`config.mk`:
```
export PLATFORM = sky130hd
export DESIGN_NAME = vec_feeder
export DESIGN_NICKNAME = d
export VERILOG_FILES = /design/src/rtl/spring_pkg.sv /design/src/rtl/vec_feeder.sv
export SDC_FILE = /design/constraint.sdc
export NUM_CORES = 2
export LEC_CHECK = 0
export CORE_MARGIN = 2
export CORE_UTILIZATION = 55
export CTS_CLUSTER_DIAMETER = 200
export DETAILED_ROUTE_END_ITERATION = 8
export PLACE_DENSITY_LB_ADDON = 0.25
export SLEW_MARGIN = 20
export SYNTH_ARGS = -nofsm -noshare
export SYNTH_HDL_FRONTEND = slang
export SYNTH_SLANG_ARGS = --single-unit
```
`constraint.sdc`:
```
create_clock -name clk -period 2.85 [get_ports clk]
set_input_delay 0.57 -clock clk [delete_from_list [all_inputs] [get_ports clk]]
set_output_delay 0.57 -clock clk [all_outputs]
set_load 0.03 [all_outputs]
```
`src/rtl/spring_pkg.sv`:
```
// Shared constants and types for the adder-tree operand path.
// Lane count, counter width, word-length helper and lane-vector type.
package spring_pkg;

    localparam int NLANE = 16;
    localparam int CNTW  = $clog2(NLANE);

    function automatic int wl(input int il, input int fl);
        return (il + fl) * 2;
    endfunction

    localparam int WL_DEF = wl(8, 12);

    typedef logic [NLANE-1:0][WL_DEF-1:0] lane_vec_t;

endpackage

```
`src/rtl/vec_feeder.sv`:
```
// Serial-to-parallel feeder: packs 16 product beats into one tree vector.
// Optional partial vectors (zero-padded) with `define VEC_FEEDER_PAD_EN.
module vec_feeder
    import spring_pkg::*;
#(
    parameter int IL = 8,
    parameter int FL = 12
) (
    input  logic                        clk,
    input  logic                        reset,
    input  logic [wl(IL,FL)-1:0]        s_data,
    input  logic                        s_valid,
    output logic                        s_ready,
`ifdef VEC_FEEDER_PAD_EN
    input  logic                        s_last,
`endif
    output logic [NLANE*wl(IL,FL)-1:0]  o_vec,
    output logic                        o_valid,
    input  logic                        o_ready,
    output logic [4:0]                  o_count
);

    localparam int W = wl(IL, FL);

    typedef logic [NLANE-1:0][W-1:0] vec_t;

    vec_t            asm_q, asm_n;
    vec_t            vec_q, vec_n;
    vec_t            fill;
    logic [CNTW-1:0] cnt_q, cnt_n;
    logic            valid_q, valid_n;
    logic            full_q, full_n;
    logic            ready_q, ready_n;
    logic [4:0]      count_q, count_n;
    logic [4:0]      lane_count;
    logic            take;
    logic            done;
    logic            out_free;

    assign take     = s_valid && ready_q;
    assign out_free = !valid_q || o_ready;

`ifdef VEC_FEEDER_PAD_EN
    assign done       = (cnt_q == CNTW'(NLANE-1)) || s_last;
    assign lane_count = {1'b0, cnt_q} + 5'd1;
`else
    assign done       = (cnt_q == CNTW'(NLANE-1));
    assign lane_count = 5'(NLANE);
`endif

    always_comb begin
        asm_n   = asm_q;
        vec_n   = vec_q;
        cnt_n   = cnt_q;
        valid_n = valid_q;
        full_n  = full_q;
`ifdef VEC_FEEDER_PAD_EN
        count_n = count_q;
`else
        count_n = 5'(NLANE);
`endif
        fill        = asm_q;
        fill[cnt_q] = s_data;

        if (valid_q && o_ready)
            valid_n = 1'b0;

        // A held vector has priority; the source is stalled while it waits.
        if (full_q) begin
            if (valid_q && o_ready) begin
                vec_n   = asm_q;
                valid_n = 1'b1;
                count_n = lane_count;
                full_n  = 1'b0;
                cnt_n   = '0;
                asm_n   = '0;
            end
        end else if (take) begin
            if (done && out_free) begin
                vec_n   = fill;
                valid_n = 1'b1;
                count_n = lane_count;
                cnt_n   = '0;
                asm_n   = '0;
            end else if (done) begin
                asm_n  = fill;
                full_n = 1'b1;
            end else begin
                asm_n = fill;
                cnt_n = cnt_q + 1'b1;
            end
        end

        ready_n = !full_n;
    end

    // Cleared assembly lanes double as the zero padding of short vectors.
    always_ff @(posedge clk or negedge reset) begin
        if (!reset) begin
            asm_q   <= '0;
            vec_q   <= '0;
            cnt_q   <= '0;
            valid_q <= 1'b0;
            full_q  <= 1'b0;
            ready_q <= 1'b0;
            count_q <= '0;
        end else begin
            asm_q   <= asm_n;
            vec_q   <= vec_n;
            cnt_q   <= cnt_n;
            valid_q <= valid_n;
            full_q  <= full_n;
            ready_q <= ready_n;
            count_q <= count_n;
        end
    end

    assign o_vec   = vec_q;
    assign o_valid = valid_q;
    assign s_ready = ready_q;
    assign o_count = count_q;

endmodule

```
# After elaboration in Yosys (flattened, before gate mapping)

Index checks and enable logic that the tools add are counted.

Add/sub/neg operators: 1
Order comparisons: 2
Equality and inequality tests: 3
Mux-type cells: 26
Reduce and logical (&&, ||, !) cells: 12

Operators with widths:

| operator                                                           | number |
|---|---|
| 2-to-1 mux 640 bit                                                 | 8 |
| bitwise mux 640 bit                                                | 1 |
| demux 40 bit (select 4 bit)                                        | 1 |
| 2-to-1 mux 40 bit                                                  | 1 |
| 2-to-1 mux 4 bit                                                   | 5 |
| 2-to-1 mux 1 bit                                                   | 10 |
| AND reduction 3 bit                                                | 2 |
| < comparator 4 x 5 -> 1 bit (second input constant)                | 1 |
| adder 4 x 1 -> 4 bit (second input constant)                       | 1 |
| == test 4 bit (second input constant)                              | 1 |
| greater-or-equal comparator 4 x 1 -> 1 bit (second input constant) | 1 |
| logical AND 1 bit                                                  | 4 |
| nonzero test 2 bit                                                 | 2 |
| != test 3 x 2 -> 1 bit (second input constant)                     | 1 |
| logical NOT 1 bit                                                  | 2 |
| != test 2 x 1 -> 1 bit (second input constant)                     | 1 |
| AND reduction 2 bit                                                | 1 |
| logical OR 1 bit                                                   | 1 |

Register bits after elaboration: 1288
Input bits: 44
Output and inout bits: 647
Logic and storage cells: 81

# Longest topological paths before layout

Depth after elaboration: 8
Gate-level depth with buffers: 10
Gate-level depth less buffers: 6

# Worst setup path before layout

Ideal clock, no wire load.

Path type: register -> register
Start point: register cnt_q[0]
End point: register vec_q, in the netlist o_vec[11]
Library setup time: 0.135 ns
Arrival time: 1.911 ns
Required time: 2.715 ns
Slack: 0.803 ns
Cell stages (with the launch flop): 11
Path buffers: 5
Period minus slack after synthesis: 2.047 ns
Cell sequence: dfrtp_1 > ha_1 > buf_2 > nand2_1 > o41a_1 > buf_2 > buf_6 > buf_4 > buf_2 > nand2_1 > o21ai_0

Word-level cells in the longest chain between the ends: 8
Elaborated cells between the ends (all ways): 13
Classes of those cells: order compare: 2; eq/ne: 1; mux: 6; reduce/logical: 4

RTL lines:

| what                                                                                                            | line              | source |
|---|---|---|
| start: declaration                                                                                              | vec_feeder.sv:30  | `logic [CNTW-1:0] cnt_q, cnt_n;` |
| start signal: assignment                                                                                        | vec_feeder.sv:110 | `cnt_q <= cnt_n;` |
| < comparator 4 x 5 -> 1 bit (implied by the code) or greater-or-equal comparator 4 x 1 -> 1 bit (tied branches) | vec_feeder.sv:63  | `fill[cnt_q] = s_data;` |
| logical AND 1 bit (implied by the code)                                                                         | vec_feeder.sv:63  |  |
| 2-to-1 mux 40 bit (implied by the code)                                                                         | vec_feeder.sv:63  |  |
| demux 40 bit (select 4 bit)                                                                                     | vec_feeder.sv:63  |  |
| bitwise mux 640 bit                                                                                             | vec_feeder.sv:63  |  |
| 2-to-1 mux 640 bit                                                                                              | vec_feeder.sv:79  | `if (done && out_free) begin` |
| 2-to-1 mux 640 bit                                                                                              | vec_feeder.sv:78  | `end else if (take) begin` |
| 2-to-1 mux 640 bit                                                                                              | vec_feeder.sv:69  | `if (full_q) begin` |
| end signal: assignment                                                                                          | vec_feeder.sv:109 | `vec_q <= vec_n;` |
| end: declaration                                                                                                | vec_feeder.sv:28  | `vec_t vec_q, vec_n;` |

Several ways; a longest one is shown, not always the timed one. The select of a mux whose other input is x is not followed.
A chain may end at the register's enable or synchronous reset.

# Worst setup path in the final report

Start point: register valid_q (netlist: o_valid)
End point: output port o_valid

RTL lines:

| what                     | line              | source |
|---|---|---|
| start: declaration       | vec_feeder.sv:31  | `logic valid_q, valid_n;` |
| start signal: assignment | vec_feeder.sv:111 | `valid_q <= valid_n;` |
| end: declaration         | vec_feeder.sv:18  | `output logic o_valid,` |

No word-level cell between the ends.

==> tab_implementation.tex <==
\begin{tabular}{lr}
\hline
Metric & Value \\
\hline
\multicolumn{2}{l}{\textbf{Floorplan}} \\
\quad IO Count & 691 \\
\quad Number of cell rows & 113 \\
\quad Overall die width & between 300 and 400 um \\
\quad Area of the core region & $\sim$95000 um2 \\
\quad Initial Utilization & 55.4\% \\
\quad Area enclosed by the die boundary & 98000 um2 \\
\quad Vert. Die Dim & between 300 and 400 um \\
\multicolumn{2}{l}{\textbf{Critical path}} \\
\quad Critical Path Slowest Stage Cell & sky130\_fd\_sc\_hd\_\_clkdlybuf4s50\_1 \\
\quad Worst endpoint required time & $\sim$2.3 ns \\
\quad Kind of cell with the highest combined delay on the critical path & buffers and inverters \\
\quad Crit Reg-Reg Endpoint & asm\_q[416]\$\_DFFE\_PN0P\_ \\
\quad Max incr delay on CP & 0.75 ns \\
\quad CP Buf/Inv Count & 1 \\
\quad Type of element capturing the critical path & primary output \\
\quad Critical path startpoint category & flop \\
\quad Crit-path cells & clkdlybuf4s50\_1 \\
\quad Critical R2R Launch & o\_valid\$\_DFF\_PN0\_ \\
\quad Worst-path fanout max & 7 \\
\quad Path depth of the worst reg2reg path & 7 \\
\quad Slack of the worst reg-to-reg path & 0.29 ns \\
\quad CP arrival & approximately 2 ns \\
\quad Critical path type & flop to primary output \\
\multicolumn{2}{l}{\textbf{Run status}} \\
\quad Outcome & complete, no violations \\
\multicolumn{2}{l}{\textbf{Yosys}} \\
\quad Synth area leaders & sky130\_fd\_sc\_hd\_\_dfrtp\_1 61\%, sky130\_fd\_sc\_hd\_\_mux2i\_1 12\%, sky130\_fd\_sc\_hd\_\_a22o\_1 11\%, sky130\_fd\_sc\_hd\_\_o21ai\_1 5.7\%, sky130\_fd\_sc\_hd\_\_nand2\_1 4.6\% \\
\quad Area leader, netlist & sky130\_fd\_sc\_hd\_\_dfrtp\_1 \\
\quad Cell area after synthesis & about 53000 um2 \\
\quad Main flop type after synthesis & sky130\_fd\_sc\_hd\_\_dfrtp\_1 \\
\quad Average cell area after synthesis & $\sim$12 um2 \\
\quad Number of instances in the synthesized netlist & about 4400 \\
\quad Proportion of register bits with asynchronous set or reset after synthesis & 100\% \\
\quad Unique masters post-synth & 40 \\
\quad Count of yosys warnings during synthesis & 0 \\
\quad Count of flip-flops with a built-in enable after synthesis & 0 \\
\quad Flip-flop and latch count after synthesis & 1288 \\
\quad Share of the synthesized area in the top cell type & about three fifths \\
\quad Sequential fraction of the synthesis area & 61.4\% \\
\multicolumn{2}{l}{\textbf{Hold path}} \\
\quad Class of the tightest hold or removal check & primary input to async pin \\
\multicolumn{2}{l}{\textbf{Routing}} \\
\quad Avg WL per Cell & 26.4 um \\
\quad Post-route ant nets & 0 \\
\quad Number of DRC violations after detailed routing & 0 \\
\quad Initial drt markers & 3641 \\
\quad Detailed-routing iteration count for the pre-antenna-repair pass & 8 \\
\quad Post-detailed-route via-to-cell ratio & $\sim$6 \\
\quad Via count & between 30000 and 40000 \\
\quad Wire length after detailed routing & approximately 170000 um \\
\multicolumn{2}{l}{\textbf{Place}} \\
\quad Number of buffers inserted by port buffering & 686 \\
\quad Gpl congestion & approximately 0.86 \\
\quad Post-Place Setup Slack & -0.220 ns \\
\quad DP HPWL & about 110000 um \\
\multicolumn{2}{l}{\textbf{STA}} \\
\quad Min cycle time layout & around 2.6 ns \\
\quad Transition time of the tightest slew-check pin & between 1 and 1.5 ns \\
\quad RSZ-0062 raised after global routing & no \\
\quad Clock Skews & between 0.02 and 0.025 ns \\
\quad Peak clock frequency supported by timing & approximately 380 MHz \\
\quad Total Neg Setup Slack & 0 ns \\
\quad Final period util & just over 90\% \\
\quad Final Hold Slack & between 0.3 and 0.4 ns \\
\quad Slew Viols, Final & 0 \\
\quad \# setup viols final & 0 \\
\quad Number of hold violations in the final report & 0 \\
\quad Worst max-slew margin expressed relative to the limit & between 30\% and 40\% \\
\quad Worst Setup Slack, final & 0.222 ns \\
\multicolumn{2}{l}{\textbf{Pwr}} \\
\quad Share of power burned in combinational logic & between 30\% and 40\% \\
\quad Switching component of the power & $\sim$25 mW \\
\quad Cell-internal power & between 40 and 50 mW \\
\quad Share of total power consumed by net switching & between 30 and 40\% \\
\quad Worst IR drop on VDD & $\sim$0.77 mV \\
\quad Portion of total power attributed to the clock network & roughly a quarter \\
\quad Pwr per Cell Area & roughly 1000 nW/um2 \\
\quad Total leakage power & a little under 30 nW \\
\quad Register share of total power & slightly below 40\% \\
\multicolumn{2}{l}{\textbf{CTS}} \\
\quad Deepest level of the CTS H-tree & 4 \\
\quad Count of cells resized by post-cts repair & 0 \\
\quad Maximum root-to-sink buffer count & 3 \\
\quad Root cell of the clock tree & sky130\_fd\_sc\_hd\_\_clkbuf\_16 \\
\quad CTS Sinks & 1288 \\
\quad Clock tree from TritonCTS & built \\
\quad Clock latency reported for the late side of the worst-skew pair & $\sim$0.75 ns \\
\quad Number of buffers inserted during clock tree synthesis & between 100 and 150 \\
\quad Post-CTS setup-driven buffer insertion count & 0 \\
\quad Reg clk slew, reported paths & around 0.06 ns \\
\multicolumn{2}{l}{\textbf{Cells and area}} \\
\quad Count of fill cells added during filler insertion & around 6700 \\
\quad Proportion of layout cells with a drive suffix above 1 & 9.34\% \\
\quad Area Overhead vs Synth & 26.4\% \\
\quad Post-layout net count & 5048 \\
\multicolumn{2}{l}{\textbf{Global routing}} \\
\quad Via count of the first global-routing pass & between 30000 and 40000 \\
\quad Total gr overflow & 0 \\
\quad GRT Total Usage & about a third \\
\quad Number of antenna violations at the first check in global routing & 2 \\
\quad Maximum number of pins on one net before global-route repair & 127 \\
\quad Wire length of the first global-routing pass & 252000 um \\
\multicolumn{2}{l}{\textbf{Flow run}} \\
\quad Max-cap check violation count & 0 \\
\hline
\end{tabular}
-- layout by cell type (no fill, tap or decap), drive strengths merged, types with 4 or more instances in the layout --
cell type,instances
a21oi,4
a22o,640
buf,217
bufinv,9
clkbuf,195
clkdlybuf4s50,681
clkinv,25
clkinvlp,6
conb,5
dfrtp,1288
ha,4
inv,11
mux2i,641
nand2,649
nand2b,6
nand3,6
nor2,37
o21ai,658
-- metrics by stage --
step | power, mW | area [um2] | cells | utilization, %
after floorplan | 39.3 | 52500 | 4441 | -
after global routing | 71.0 | 66300 | 6372 | 69.9
after detailed placement | 50.5 | 61900 | 6130 | 65.2
after global placement | 50.0 | 61900 | 6130 | 65.2
after CTS | 68.3 | 66300 | 6372 | 69.9
final | 68.3 | 66400 | 6374 | 69.9
-- cell type report --
| cell class | instances | area [um2] | area share (%) |
|---|---|---|---|
| Antenna cell | 2 | 5.00 | 0.00754 |
| Clock buffer | 195 | 3920 | 5.90 |
| Clock inverter | 46 | 546 | 0.822 |
| Inverter | 5 | 18.8 | 0.0283 |
| Multi-Input combinational cell | 2674 | 18700 | 28.1 |
| Sequential cell | 1288 | 32200 | 48.6 |
| Tap cell | 1265 | 1580 | 2.39 |
| Timing Repair Buffer | 899 | 9380 | 14.1 |
-- cell usage after synthesis, types with 2 or more instances --
cell type	number
sky130_fd_sc_hd__dfrtp_1	1288
sky130_fd_sc_hd__buf_1	13
sky130_fd_sc_hd__ha_1	4
sky130_fd_sc_hd__o21ai_1	602
sky130_fd_sc_hd__buf_4	8
sky130_fd_sc_hd__nand2b_1	6
sky130_fd_sc_hd__clkbuf_1	278
sky130_fd_sc_hd__inv_1	5
sky130_fd_sc_hd__a21oi_1	4
sky130_fd_sc_hd__nor2_1	37
sky130_fd_sc_hd__or2_1	2
sky130_fd_sc_hd__a22o_1	640
sky130_fd_sc_hd__a21o_1	2
sky130_fd_sc_hd__nand2_1	648
sky130_fd_sc_hd__mux2i_1	641
sky130_fd_sc_hd__nor2b_1	2
sky130_fd_sc_hd__o21ai_0	56
sky130_fd_sc_hd__buf_2	173
sky130_fd_sc_hd__nor3b_1	2
sky130_fd_sc_hd__nand3_1	6
sky130_fd_sc_hd__conb_1	2
-- sequential cells by signal (all words and copies together) (netlist names) --
name	count
o_count	1
s_ready	1
asm_q	640
o_vec	640
full_q	1
o_valid	1
cnt_q	4
-- logic make-up after synthesis --
logic type / after synthesis / share of synthesized area, %
muxes: 642 / 12.2
AOI/OAI and AO/OA: 1310 / 17.1
other: 2 / 0.0143
and+or+nand+nor: 713 / 5.26
adders and majority gates: 4 / 0.0953
buffers and inverters: 479 / 3.91
DFF: 1288 / 61.4
-- worst max-delay path by stage --
stage | from | to | slack [ns] | depth (start not counted)
after CTS | o_valid$_DFF_PN0_ | o_valid | 0.18 | 1
after floorplan | cnt_q[0]$_DFFE_PN0P_ | o_vec[11]$_DFFE_PN0P_ | 0.80 | 10
after global routing | o_valid$_DFF_PN0_ | asm_q[414]$_DFFE_PN0P_ | 0.15 | 7
after global placement | o_ready | asm_q[415]$_DFFE_PN0P_ | -0.16 | 8
after detailed placement | o_ready | asm_q[410]$_DFFE_PN0P_ | -0.22 | 8
final | o_valid$_DFF_PN0_ | o_valid | 0.22 | 1
-- metal layers --
| layer | GRT usage [%] | share of wire [%] | vias to the layer above |
|---|---|---|---|
| met1 | 46.6 | 40 | 19937 |
| li1 | - | - | 16878 |
| met4 | 16.7 | 5.0 | 0 |
| met2 | 52.9 | 46 | 1913 |
| met3 | 7.55 | 8.6 | 383 |
| met5 | 0 | 0 | - |
-- what timing repair did --
action	in CTS	in global routing
hold endpoints to repair	68	0
hold buffers	1	0
setup endpoints to repair	0	0
-- power by group through the flow --
stage               Sequential (mW)  Clock [mW]  Combinational, mW
floorplan                      30.3           0               8.97
global placement               26.7           0               23.3
detailed placement             26.7           0               23.7
CTS                            26.6        17.9               23.9
global route                   27.1        18.7               25.2
finish                         26.7        17.8               23.8
Power figures use the tool's default switching activity.
